**src/rtl/roi_downsampler_if.sv**
```systemverilog
// Capture-control, frame-buffer fetch and output-write bus of roi_downsampler.
interface roi_downsampler_if #(
  parameter int DATA_W = 10,
  parameter int CH     = 3,
  parameter int ADDR_W = 14
);
  logic                 i_start;
  logic                 i_abort;
  logic [CH*DATA_W-1:0] i_pix;
  logic                 o_read_request;
  logic                 o_wr_en;
  logic [ADDR_W-1:0]    o_wr_addr;
  logic [CH*DATA_W-1:0] o_wr_data;
  logic                 o_busy;
  logic                 o_finish;

  modport master (
    output i_start, i_abort, i_pix,
    input  o_read_request, o_wr_en, o_wr_addr, o_wr_data, o_busy, o_finish
  );

  modport slave (
    input  i_start, i_abort, i_pix,
    output o_read_request, o_wr_en, o_wr_addr, o_wr_data, o_busy, o_finish
  );
endinterface

```
**src/rtl/roi_downsampler.sv**
```systemverilog
// Captures one frame's region of interest and writes it decimated by 2^DEC_LOG2 in
// both axes, either point-sampled or horizontally box-averaged.
module roi_downsampler #(
  parameter int DATA_W   = 10,
  parameter int CH       = 3,
  parameter int H_TOTAL  = 800,
  parameter int V_TOTAL  = 525,
  parameter int X_START  = 272,
  parameter int Y_START  = 83,
  parameter int ROI_W    = 256,
  parameter int ROI_H    = 256,
  parameter int DEC_LOG2 = 1,
  parameter int MODE     = 0,
  parameter int ADDR_W   = 14
) (
  input  logic             i_clk,
  input  logic             i_rst_n,
  roi_downsampler_if.slave bus
);
  localparam int DEC   = 1 << DEC_LOG2;
  localparam int PIX_W = CH * DATA_W;
  localparam int SUM_W = DATA_W + DEC_LOG2;
  localparam int HW    = $clog2(H_TOTAL);
  localparam int VW    = $clog2(V_TOTAL);

  localparam logic [HW-1:0] H_LAST = HW'(H_TOTAL - 1);
  localparam logic [VW-1:0] V_LAST = VW'(V_TOTAL - 1);
  localparam logic [HW-1:0] X_ORG  = HW'(X_START);
  localparam logic [VW-1:0] Y_ORG  = VW'(Y_START);
  localparam logic [HW-1:0] H_GRP  = HW'(DEC - 1);
  localparam logic [VW-1:0] V_GRP  = VW'(DEC - 1);

  typedef enum logic [1:0] {IDLE, RUN, DONE} state_t;

  state_t              state, state_nxt;
  logic [HW-1:0]       h, h_nxt;
  logic [VW-1:0]       v, v_nxt;
  logic [HW-1:0]       g;
  logic                in_win, grp_first, grp_last, fire;
  logic [ADDR_W-1:0]   addr;
  logic [SUM_W-1:0]    acc [CH];
  logic [SUM_W-1:0]    acc_nxt [CH];
  logic [PIX_W-1:0]    wr_data_nxt;
  logic                rd_req, wr_en;
  logic [ADDR_W-1:0]   wr_addr;
  logic [PIX_W-1:0]    wr_data;

  function automatic logic row_in_roi(input int vv);
    return (vv >= Y_START) && (vv < Y_START + ROI_H);
  endfunction

  // Fetch runs two columns ahead of use to cover the frame-buffer read latency.
  function automatic logic fetch_col(input int hh);
    return (hh >= X_START - 2) && (hh < X_START + ROI_W - 2);
  endfunction

  function automatic logic pix_col(input int hh);
    return (hh >= X_START) && (hh < X_START + ROI_W);
  endfunction

  function automatic logic [DATA_W-1:0] avg_trunc(input logic [SUM_W-1:0] s);
    return DATA_W'(s >> DEC_LOG2);
  endfunction

  always_comb begin
    state_nxt = state;
    h_nxt     = h;
    v_nxt     = v;
    unique case (state)
      IDLE: begin
        h_nxt = '0;
        v_nxt = '0;
        if (bus.i_start) state_nxt = RUN;
      end
      RUN: begin
        if (bus.i_abort) begin
          state_nxt = IDLE;
          h_nxt     = '0;
          v_nxt     = '0;
        end else if (h == H_LAST) begin
          h_nxt = '0;
          if (v == V_LAST) begin
            state_nxt = DONE;
            v_nxt     = '0;
          end else begin
            v_nxt = v + 1'b1;
          end
        end else begin
          h_nxt = h + 1'b1;
        end
      end
      DONE: begin
        state_nxt = IDLE;
        h_nxt     = '0;
        v_nxt     = '0;
      end
      default: state_nxt = IDLE;
    endcase
  end

  always_comb begin
    g         = (h - X_ORG) & H_GRP;
    grp_first = (g == '0);
    grp_last  = (g == H_GRP);
    in_win    = (state == RUN) && pix_col(int'(h)) && row_in_roi(int'(v))
                && (((v - Y_ORG) & V_GRP) == '0);
    fire      = in_win && grp_last && !bus.i_abort;
    acc_nxt     = acc;
    wr_data_nxt = '0;
    for (int k = 0; k < CH; k++) begin
      if (MODE == 1) begin
        acc_nxt[k] = grp_first ? SUM_W'(bus.i_pix[k*DATA_W +: DATA_W])
                               : acc[k] + SUM_W'(bus.i_pix[k*DATA_W +: DATA_W]);
        wr_data_nxt[k*DATA_W +: DATA_W] = avg_trunc(acc_nxt[k]);
      end else begin
        acc_nxt[k] = grp_first ? SUM_W'(bus.i_pix[k*DATA_W +: DATA_W]) : acc[k];
        wr_data_nxt[k*DATA_W +: DATA_W] = acc_nxt[k][DATA_W-1:0];
      end
    end
  end

  // Stage boundary: counters, fetch strobe, group accumulator and write port.
  always_ff @(posedge i_clk) begin
    if (!i_rst_n) begin
      state   <= IDLE;
      h       <= '0;
      v       <= '0;
      addr    <= '0;
      rd_req  <= 1'b0;
      wr_en   <= 1'b0;
      wr_addr <= '0;
      wr_data <= '0;
      for (int k = 0; k < CH; k++) acc[k] <= '0;
    end else begin
      state  <= state_nxt;
      h      <= h_nxt;
      v      <= v_nxt;
      rd_req <= (state_nxt == RUN) && fetch_col(int'(h_nxt)) && row_in_roi(int'(v_nxt));
      wr_en  <= fire;
      if (in_win) acc <= acc_nxt;
      if (state == IDLE && bus.i_start) begin
        addr <= '0;
      end else if (fire) begin
        wr_addr <= addr;
        wr_data <= wr_data_nxt;
        addr    <= addr + 1'b1;
      end
    end
  end

  assign bus.o_read_request = rd_req;
  assign bus.o_wr_en        = wr_en;
  assign bus.o_wr_addr      = wr_addr;
  assign bus.o_wr_data      = wr_data;
  assign bus.o_busy         = (state == RUN);
  assign bus.o_finish       = (state == DONE);
endmodule

```
**src/flat_wrapper.sv**
```systemverilog
// flat-port wrapper written by rule: the top's interface ports become plain ports
module roi_downsampler_flat 
#(
  parameter int DATA_W   = 10,
  parameter int CH       = 3,
  parameter int H_TOTAL  = 800,
  parameter int V_TOTAL  = 525,
  parameter int X_START  = 272,
  parameter int Y_START  = 83,
  parameter int ROI_W    = 256,
  parameter int ROI_H    = 256,
  parameter int DEC_LOG2 = 1,
  parameter int MODE     = 0,
  parameter int ADDR_W   = 14
)
  (i_clk, i_rst_n, bus_i_start, bus_i_abort, bus_i_pix, bus_o_read_request, bus_o_wr_en, bus_o_wr_addr, bus_o_wr_data, bus_o_busy, bus_o_finish);
  roi_downsampler_if #(.DATA_W(DATA_W), .CH(CH), .ADDR_W(ADDR_W)) bus_i ();
  input  logic i_clk;
  input  logic i_rst_n;
  input wire logic [$bits(bus_i.i_start)-1:0] bus_i_start;
  input wire logic [$bits(bus_i.i_abort)-1:0] bus_i_abort;
  input wire logic [$bits(bus_i.i_pix)-1:0] bus_i_pix;
  output wire logic [$bits(bus_i.o_read_request)-1:0] bus_o_read_request;
  output wire logic [$bits(bus_i.o_wr_en)-1:0] bus_o_wr_en;
  output wire logic [$bits(bus_i.o_wr_addr)-1:0] bus_o_wr_addr;
  output wire logic [$bits(bus_i.o_wr_data)-1:0] bus_o_wr_data;
  output wire logic [$bits(bus_i.o_busy)-1:0] bus_o_busy;
  output wire logic [$bits(bus_i.o_finish)-1:0] bus_o_finish;
  assign bus_i.i_start = bus_i_start;
  assign bus_i.i_abort = bus_i_abort;
  assign bus_i.i_pix = bus_i_pix;
  assign bus_o_read_request = bus_i.o_read_request;
  assign bus_o_wr_en = bus_i.o_wr_en;
  assign bus_o_wr_addr = bus_i.o_wr_addr;
  assign bus_o_wr_data = bus_i.o_wr_data;
  assign bus_o_busy = bus_i.o_busy;
  assign bus_o_finish = bus_i.o_finish;
  roi_downsampler #(.DATA_W(DATA_W), .CH(CH), .H_TOTAL(H_TOTAL), .V_TOTAL(V_TOTAL), .X_START(X_START), .Y_START(Y_START), .ROI_W(ROI_W), .ROI_H(ROI_H), .DEC_LOG2(DEC_LOG2), .MODE(MODE), .ADDR_W(ADDR_W)) u_core (.i_clk(i_clk), .i_rst_n(i_rst_n), .bus(bus_i));
endmodule
```
**config.mk**
```make
export PLATFORM = sky130hd
export DESIGN_NAME = roi_downsampler_flat
export DESIGN_NICKNAME = d
export VERILOG_FILES = /design/src/rtl/roi_downsampler_if.sv /design/src/rtl/roi_downsampler.sv /design/src/flat_wrapper.sv
export SDC_FILE = /design/constraint.sdc
export NUM_CORES = 1
export LEC_CHECK = 0
export ABC_AREA = 1
export BUFFER_PORTS_ARGS = -buffer_cell sky130_fd_sc_hd__buf_4
export CAP_MARGIN = 10
export CORE_MARGIN = 5
export CORE_UTILIZATION = 46
export DETAILED_ROUTE_END_ITERATION = 8
export PLACE_DENSITY = 0.67
export SYNTH_ARGS = -nofsm -noshare
export SYNTH_HDL_FRONTEND = slang
export SYNTH_SLANG_ARGS = --single-unit
export TNS_END_PERCENT = 100
```
**constraint.sdc**
```tcl
create_clock -name i_clk -period 4.3 [get_ports i_clk]
set_input_delay 0.215 -clock i_clk [delete_from_list [all_inputs] [get_ports i_clk]]
set_output_delay 0.215 -clock i_clk [all_outputs]
set_load 0.05 [all_outputs]
```
==> flow_summary.toml <==
[outcome]
status = "finished, final reports clean"

[final_layout]
diodes = 0
nets = 876
drive_gt1_share_pct = 13.8
finalNonFillerCells = 985
area.growth.synth_to_final_pct = 17.3

[critical_path]
required_ns = 4.52
critPathMaxFanout = 65
cp-end-kind = "register"
crit_path_max_incr_delay_ns = 0.77
criticalPathCategory = "register to register"
worstPathArrival_ns = 2.69
cp_slowest_cell = "inv_2"
crit_chain = "ha_1, o21ai_0, nand3_1, nand2_1, nand2_1, nand3_1, nand4_2, inv_2, nand2_1, nand3_1, a21oi_1"
critPathLaunchType = "register"

[clocking]
ctsLongestPathBuffers = 2
cts_tree = "built"
cts_resized = 0
path_clk_slew_ns = 0.07
htree_levels = 3
hold_buffers = 0
clkLatencyLatePin_ns = 0.35
postCtsSetupBuffers = 0
cts_sinks = 112
root_buffer = "clkbuf_16"
cts_made_buffers = 9

[routing]
via_per_inst = 5.08
ant_nets = 0
drt_iter0_markers = 263
routedWlPerCell_um = 13.0
drc = 0
drt-pass1-iter-count = 4
vias = 5005
routed_wl_um = 12900

[pwr]
sw_frac_of_total_pct = 22.1
ir_drop_mv = 0.165
p_int_uw = 1510
p_clk_share_pct = 41.6
leakagePower_uw = 0.00254
pwr_density_cell_mw_per_mm2 = 313
p_switching_uw = 430
power.share.combinational_pct = 5.0
seqPwrFrac_pct = 53.4

[synth]
yosysTopAreaCell = "dfxtp_1"
ys_types = 29
syn_nets = 817
synthArstFlopShare_pct = 0
ys_top_cells_by_area = "dfxtp_1 42%, nand2_1 15%, a21oi_1 8.4%"
syn_area_mm2 = 0.00530
synth-seq-cells = 112
syn_avg_cell_area_um2 = 6.81
synth_top_area_share_pct = 42.3
syn-instance-count = 778
synth_edf_count = 0
seq_area_frac_synth_pct = 42.3
synth_ff_type = "dfxtp_1"
ys_warn_count = 0

[timing]
worst_slew_pin_slew_ns = 1.04
finalHoldViolCount = 0
setup_viol = 0
grt_setup_unrepaired = "false"
fin_crit_ns = 2.46
tns_ns = 0
max-slew-margin-rel_pct = 30.7
slew_violations = 0
fin_worst_skew_ns = 0.00408
max_freq_ghz = 0.406
fin_crit_sh_pct = 57.3
hold_slack_ns = 0.213

[grt]
grt_pass1_vias = 4795
grtUsageTotal_pct = 18.9
antenna_found_initial = 0
grt_max_degree = 66
grt.overflow.total = 0
grt_pass1_wl_um = 22100

[die]
die_x_um = 117
start_util_pct = 46.6
core_mm2 = 0.0114
io_pins = 82
die_area_mm2 = 0.0138
rows = 39
fp.dieH_um = 117

[placement]
gp_congestion = 0.943
port_buffers = 81
dp_hpwl_um = 8910
placedCellCount = 969

[hold_path]
hp-class = "input pin to register"

[run]
maxCapViolCount = 0
-- flip-flops by register name, summed over array words and instances, names as in the netlist --
signal,cells
u_core.state,2
u_core.v,10
u_core.acc,30
u_core.bus.o_wr_data,30
u_core.bus.o_read_request,1
u_core.h,10
u_core.addr,14
u_core.bus.o_wr_en,1
u_core.bus.o_wr_addr,14
-- cell usage after synthesis (3+ instances only) --
| master | count |
|---|---|
| nor3_1 | 17 |
| nand2_4 | 3 |
| buf_2 | 3 |
| clkbuf_1 | 27 |
| o21ai_0 | 73 |
| inv_2 | 5 |
| nor2_1 | 57 |
| inv_1 | 88 |
| buf_6 | 6 |
| nand2_1 | 214 |
| a21oi_1 | 89 |
| nand4_1 | 12 |
| nand3_1 | 37 |
| nor2_4 | 4 |
| xor2_1 | 10 |
| ha_1 | 5 |
| dfxtp_1 | 112 |
-- per-stage QoR --
step	setup slack, ns	cell area [µm²]	total power (µW)	utilization (%)
2_1_floorplan	2.51	5300	1120	-
3_3_place_gp	1.84	5930	1160	52.1
3_5_place_dp	1.85	5930	1160	52.1
4_1_cts	1.83	6210	1960	54.7
5_1_grt	1.51	6210	2010	54.7
6_report	1.84	6210	1950	54.7
-- routing by layer --
metal	vias up	share of wire (%)	GRT usage [%]
li1	2608	-	-
met1	2247	48	24.9
met2	129	44	29.4
met3	21	5.7	4.86
met4	0	1.8	7.90
met5	-	0	0
-- cell families after synthesis --
family | after synthesis | share of synthesized area (%)
buffers and inverters | 130 | 10.1
XOR/XNOR | 11 | 1.82
flip-flops | 112 | 42.3
AND/OR/NAND/NOR | 353 | 28.6
AO/OA/AOI/OAI | 167 | 16.0
adder cells (fa/ha/maj) | 5 | 1.18
-- cells in the final DEF, fill, tap and decap left out, types with 10 or more instances in the layout --
| master | Yosys | layout |
|---|---|---|
| nand2_1 | 214 | 213 |
| dfxtp_1 | 112 | 112 |
| a21oi_1 | 89 | 89 |
| inv_1 | 88 | 88 |
| buf_4 | 0 | 84 |
| o21ai_0 | 73 | 73 |
| nor2_1 | 57 | 57 |
| nand3_1 | 37 | 37 |
| nor3_1 | 17 | 17 |
| nand4_1 | 12 | 12 |
| xor2_1 | 10 | 10 |
-- cell type report --
cell class / instances / area, µm²
fill: 1137 / 5150
clock buffer: 14 / 274
multi-input combinational: 536 / 2520
sequential: 112 / 2240
timing repair buffer: 84 / 631
tap: 143 / 179
clock inverter: 2 / 12.5
inverter: 94 / 353
-- critical path, delay by kind of cell (launching register included) --
kind,cells,cell delay (ns)
AO/OA/AOI/OAI,2,0.19
adder cells (fa/ha/maj),1,0.24
buffers and inverters,1,0.77
flip-flops,1,0.36
AND/OR/NAND/NOR,7,0.74
-- power groups by stage --
| stage | clock network (µW) | logic, µW | registers, µW |
|---|---|---|---|
| 2_1_floorplan | 0 | 57.4 | 1060 |
| 3_3_place_gp | 0 | 95.3 | 1060 |
| 3_5_place_dp | 0 | 96.2 | 1060 |
| 4_1_cts | 826 | 96.9 | 1040 |
| 5_1_grt | 865 | 109 | 1040 |
| 6_report | 809 | 96.5 | 1040 |
-- final timing paths --
kind	start	slack [ns]	cells past startpoint	endpoint
hold / removal	bus_i_start	0.21	4	u_core.addr[0]
setup / recovery	u_core.v[0]	1.84	11	u_core.addr[0]
setup reg to reg	u_core.v[0]	1.84	11	u_core.addr[0]
hold reg to reg	u_core.acc[29]	0.45	2	u_core.acc[29]
Power figures use the tool's default switching activity.
